[config.mk]
export PLATFORM = sky130hd
export DESIGN_NAME = bcd2bin_seq
export DESIGN_NICKNAME = d
export VERILOG_FILES = /design/src/rtl/bcd_pkg.sv /design/src/rtl/bcd_digit_adj.sv /design/src/rtl/bcd2bin_seq.sv
export SDC_FILE = /design/constraint.sdc
export NUM_CORES = 1
export LEC_CHECK = 0
export CELL_PAD_IN_SITES_DETAIL_PLACEMENT = 0
export CELL_PAD_IN_SITES_GLOBAL_PLACEMENT = 1
export CORE_AREA = 2 2 61 63
export CTS_CLUSTER_DIAMETER = 200
export DETAILED_ROUTE_END_ITERATION = 8
export DIE_AREA = 0 0 63 65
export GPL_ROUTABILITY_DRIVEN = 1
export PLACE_DENSITY = 0.9
export SETUP_SLACK_MARGIN = 0.02
export SLEW_MARGIN = 20
export SYNTH_ARGS = -nofsm -noshare
export SYNTH_HDL_FRONTEND = slang
export SYNTH_SLANG_ARGS = --single-unit
[constraint.sdc]
create_clock -name clk -period 3.77 [get_ports clk]
set_input_delay 0.9425 -clock clk [delete_from_list [all_inputs] [get_ports clk]]
set_output_delay 0.9425 -clock clk [all_outputs]
set_load 0.02 [all_outputs]
[src/rtl/bcd_pkg.sv]
// Shared definitions for the BCD conversion blocks: state encoding, digit limits
// and a constant-evaluable clog2 for sizing counters.
package bcd_pkg;

    localparam logic [1:0] IDLE  = 2'd0;
    localparam logic [1:0] SHIFT = 2'd1;
    localparam logic [1:0] DONE  = 2'd2;

    localparam logic [3:0] BCD_MAX = 4'd9;
    localparam int         DIGIT_W = 4;

    function automatic int clog2(input int value);
        int r;
        r = 0;
        for (int w = value - 1; w > 0; w = w >> 1) begin
            r = r + 1;
        end
        return r;
    endfunction

endpackage

[src/rtl/bcd_digit_adj.sv]
// Reverse double-dabble correction cell: a digit that reached 8 or more after the
// right shift has absorbed a weight-8 bit that really represents 5, so take 3 off.
module bcd_digit_adj
    import bcd_pkg::*;
(
    input  logic [DIGIT_W-1:0] digit_i,
    output logic [DIGIT_W-1:0] digit_o
);

    always_comb begin
        digit_o = digit_i;
        if (digit_i >= 4'd8) begin
            digit_o = digit_i - 4'd3;
        end
    end

endmodule

[src/rtl/bcd2bin_seq.sv]
// Sequential packed-BCD to binary converter using shift-right / subtract-3, one
// result bit per clock, with start/busy/done handshake and an active-low output gate.
module bcd2bin_seq
    import bcd_pkg::*;
#(
    parameter int DIGITS = 2,
    parameter int BIN_W  = 7
) (
    input  logic                        clk,
    input  logic                        rst_n,
    input  logic                        g_n,
    input  logic                        start,
    input  logic [DIGIT_W*DIGITS-1:0]   bcd_in,
    output logic                        busy,
    output logic                        done,
    output logic                        err,
    output logic [BIN_W-1:0]            bin_out
);

    localparam int BCD_W = DIGIT_W * DIGITS;
    localparam int SCR_W = BCD_W + BIN_W;
    localparam int CNT_W = (clog2(BIN_W) > 0) ? clog2(BIN_W) : 1;

    logic [1:0]       state_q, state_d;
    logic [SCR_W-1:0] scratch_q, scratch_d;
    logic [CNT_W-1:0] cnt_q, cnt_d;
    logic [BIN_W-1:0] result_q, result_d;
    logic             err_q, err_d;

    logic [SCR_W-1:0] shifted;
    logic [SCR_W-1:0] adjusted;
    logic             bcd_ok;

    assign shifted = scratch_q >> 1;
    // The binary field below the digits only receives shifted-in bits; no correction.
    assign adjusted[BIN_W-1:0] = shifted[BIN_W-1:0];

    for (genvar gi = 0; gi < DIGITS; gi++) begin : g_digit
        bcd_digit_adj u_adj (
            .digit_i (shifted[BIN_W + gi*DIGIT_W +: DIGIT_W]),
            .digit_o (adjusted[BIN_W + gi*DIGIT_W +: DIGIT_W])
        );
    end

    always_comb begin
        bcd_ok = 1'b1;
        for (int i = 0; i < DIGITS; i++) begin
            if (bcd_in[i*DIGIT_W +: DIGIT_W] > BCD_MAX) begin
                bcd_ok = 1'b0;
            end
        end
    end

    always_comb begin
        state_d   = state_q;
        scratch_d = scratch_q;
        cnt_d     = cnt_q;
        result_d  = result_q;
        err_d     = err_q;
        case (state_q)
            IDLE: begin
                if (start) begin
                    if (bcd_ok) begin
                        scratch_d = {bcd_in, {BIN_W{1'b0}}};
                        cnt_d     = '0;
                        state_d   = SHIFT;
                    end else begin
                        err_d    = 1'b1;
                        result_d = '1;
                        state_d  = DONE;
                    end
                end
            end
            SHIFT: begin
                scratch_d = adjusted;
                cnt_d     = cnt_q + 1'b1;
                // Result is captured on the final shift so it appears alongside done.
                if (cnt_q == CNT_W'(BIN_W - 1)) begin
                    result_d = adjusted[BIN_W-1:0];
                    err_d    = 1'b0;
                    state_d  = DONE;
                end
            end
            DONE: begin
                state_d = IDLE;
            end
            default: begin
                state_d = IDLE;
            end
        endcase
    end

    always_ff @(posedge clk or negedge rst_n) begin
        if (!rst_n) begin
            state_q   <= IDLE;
            scratch_q <= '0;
            cnt_q     <= '0;
            result_q  <= '0;
            err_q     <= 1'b0;
        end else begin
            state_q   <= state_d;
            scratch_q <= scratch_d;
            cnt_q     <= cnt_d;
            result_q  <= result_d;
            err_q     <= err_d;
        end
    end

    assign busy    = (state_q == SHIFT);
    assign done    = (state_q == DONE);
    assign err     = err_q;
    assign bin_out = g_n ? {BIN_W{1'b1}} : result_q;

endmodule

==> impl_metrics.csv <==
group,metric,value,unit
status,status,"finished clean",
clock_network,post_cts_resized,0,
clock_network,holdBufCountCts,0,
grt,antenna_found_initial,0,
clock_network,cts_setup_buffers,0,
cells_and_area,drive_gt1_share,9.41,%
clock_network,clkLatencyLatePin,0.32,ns
yosys,synth.distinct_cells,38,
yosys,synth-seq-cells,27,
grt,grt_pass1_vias,1035,
clock_network,htree_levels,1,
sta,slew_violations,0,
sta,fin_hold_ws,0.518,ns
sta,setup_tns,0,ns
clock_network,cts_buffer_depth,2,
cells_and_area,area_growth,19.2,%
floorplanning,boundaryPins,22,
clock_network,cts_root_buffer,"clkbuf_4",
placement,io_buffers,21,
worst_setup_path,critPathCaptureType,"output pin",
min_path,min_path_type,"reg -> reg",
clock_network,cts_buffers,3,
sta,worstMarginPinSlew,0.668,ns
floorplanning,dieArea,4100,sq um
worst_setup_path,critPathTopFamily,"buffers and inverters",
worst_setup_path,critPathBufInv,2,
worst_setup_path,cpPeakStageDelay,0.54,ns
clock_network,cts_tree,"built",
yosys,synthCells,150,
detailed_routing,routedWlPerCell,13.5,microns
yosys,yosysSeqAreaShare,46.8,%
yosys,yosysWarnings,0,
yosys,syn-cell-area,1440,sq um
floorplanning,rows,22,
floorplanning,start_util,41.3,%
pwr,peakVddDrop,0.383,mV
cells_and_area,fillers,340,
worst_setup_path,startpoint_type,"primary input",
detailed_routing,drc,0,
grt,grt_overflow,0,
sta,rsz0062_at_grt,"no",
worst_setup_path,cp.depth,3,
placement,hpwl,2110,microns
detailed_routing,vias_per_cell,5.40,
worst_setup_path,critPathKind,"in -> out",
detailed_routing,detail-route-antenna-nets,0,
detailed_routing,drt_iter0_drc,27,
pwr,power_density,706,nW/um^2
sta,period_needed,3.23,ns
worst_setup_path,crit_start,"g_n",
worst_setup_path,worstReg2RegEnd,"scratch_q[7]",
worst_setup_path,cp.arrival,2.29,ns
worst_setup_path,cp_common_cell,"clkdlybuf4s50_1",
sta,period_share,85.7,%
worst_setup_path,crit_fanout,7,
pwr,cellLeakagePower,0.701,nW
grt,grt_pass1_wl,4880,microns
grt,globalRouteTotalUtil,15.0,%
yosys,postSynthNetCount,166,
yosys,avgSynthCellArea,9.63,sq um
worst_setup_path,reg2reg_depth,4,
min_path,hp-start,"cnt_q[0]",
job,max-cap-violations,0,
worst_setup_path,r2r_slack,2.09,ns
worst_setup_path,worstReg2RegStart,"state_q[1]",
worst_setup_path,crit_end,"bin_out[1]",
sta,max_slew_margin,55.1,%
sta,setup_viol,0,
sta,clock.fmax,310,MHz
placement,place_ws,0.520,ns
detailed_routing,vias,1178,
grt,grt_max_degree,28,
floorplanning,coreArea,3500,sq um
worst_setup_path,crit_chain,"clkdlybuf4s50_1 > or2_2 > clkdlybuf4s50_1",
floorplanning,die_height,65,microns
clock_network,cts.sinks,27,
worst_setup_path,required,2.83,ns
cells_and_area,nNetsFinal,187,
detailed_routing,dr.pass1.iters,4,
worst_setup_path,cp_slowest_cell,"clkdlybuf4s50_1",
sta,skew,0.00816,ns
detailed_routing,drt_wl_total,2950,microns
placement,gp_congestion,0.798,
clock_network,clkTransAtPathRegs,0.15,ns
floorplanning,die-width,63,microns
sta,finalHoldViolCount,0,
cells_and_area,diodes,0,
sta,setup_slack,0.540,ns
-- synth_stat cells (all sizes together) --
library cell,number,area [sq um]
a31o,1,8.76
nor2b,3,18.8
o31ai,1,7.51
a22oi,12,90.1
xnor2,1,8.76
ha,4,50.1
xor2,1,8.76
and4b,2,21.3
nor3b,3,22.5
o21a,2,15.0
nand3,3,15.0
nor3,1,5.00
buf,7,40.0
and3,1,6.26
o211ai,2,15.0
dfrtp,27,676
clkbuf,1,3.75
nand2,3,11.3
a211oi,1,7.51
or2,7,43.8
nor2,14,52.6
o32ai,4,35.0
a2bb2oi,2,17.5
nand4,2,12.5
mux2i,1,10.0
a31oi,2,12.5
a311oi,1,8.76
o221ai,1,8.76
a311o,1,10.0
inv,16,60.1
a21oi,6,30.0
nand2b,1,6.26
o21ai,11,55.1
or4b,5,50.1
-- cells by family (layout without fill, tap and decap cells) --
| kind of cell | after synthesis | after routing | synth area share, % |
|---|---|---|---|
| multiplexers | 1 | 1 | 0.693 |
| buffers and inverters | 24 | 44 | 7.19 |
| AO/OA/AOI/OAI | 47 | 47 | 22.3 |
| flip-flops | 27 | 27 | 46.8 |
| XOR/XNOR | 2 | 2 | 1.21 |
| adder cells (fa/ha/maj) | 4 | 4 | 3.47 |
| AND/OR/NAND/NOR | 45 | 45 | 18.4 |
-- placed cells by master, fill, tap and decap left out, types with 2 or more instances in the layout --
| cell | count |
|---|---|
| clkdlybuf4s50_1 | 21 |
| nand2_1 | 3 |
| o21a_1 | 2 |
| buf_4 | 3 |
| a2bb2oi_1 | 2 |
| inv_1 | 16 |
| ha_1 | 4 |
| o21ai_0 | 8 |
| dfrtp_1 | 27 |
| o211ai_1 | 2 |
| nor2b_1 | 3 |
| nor3b_1 | 3 |
| clkbuf_4 | 3 |
| nand4_1 | 2 |
| or4b_1 | 5 |
| a22oi_1 | 12 |
| o32ai_1 | 4 |
| a31oi_1 | 2 |
| nand3_1 | 3 |
| nor2_1 | 14 |
| a21oi_1 | 6 |
| or2_2 | 7 |
| o21ai_1 | 3 |
-- power by group --
group | leakage [nW] | internal (W) | switching, W
clock network | 0.0177 | 0.0000398 | 0.0000867
logic | 0.377 | 0.000263 | 0.000289
registers | 0.307 | 0.000416 | 0.000119
total | 0.701 | 0.000719 | 0.000495
-- cell type report --
cell class	count	area, sq um	area share [%]
timing repair buffer	24	233	13.5
sequential	27	676	39.3
multi-input combinational	99	664	38.6
inverter	16	60.1	3.49
tap	48	60.1	3.49
clock inverter	1	5.00	0.291
clock buffer	3	22.5	1.31
-- how the worst min path moves through the flow --
stage               slack (ns)  depth (start not counted)       end
global route              0.55                          1  cnt_q[0]
floorplan                 0.48                          1  cnt_q[0]
detailed placement        0.50                          1  cnt_q[0]
global placement          0.50                          1  cnt_q[0]
finish                    0.52                          1  cnt_q[0]
CTS                       0.52                          1  cnt_q[0]
-- sequential cells by signal, indices dropped and copies added, names as in the netlist --
register / count
cnt_q: 3
state_q: 2
err: 1
scratch_q: 14
result_q: 7
-- per-stage QoR --
step	instances	total power, W	util [%]	area, sq um
final	218	0.00121	49.2	1720
after CTS	218	0.00122	49.2	1720
after global placement	214	0.00107	48.4	1690
after floorplan	150	0.000931	-	1440
after detailed placement	214	0.00109	48.4	1690
after global routing	218	0.00132	49.2	1720
-- routing by layer --
metal / vias up / wire (microns) / global-route usage (%)
met5: - / 0 / 0
met4: 0 / 0 / 5.83
met3: 0 / 184 / 2.43
met2: 43 / 1380 / 24.3
met1: 555 / 1380 / 20.0
li1: 580 / - / -
No activity file was read; power rests on OpenSTA's default activity.
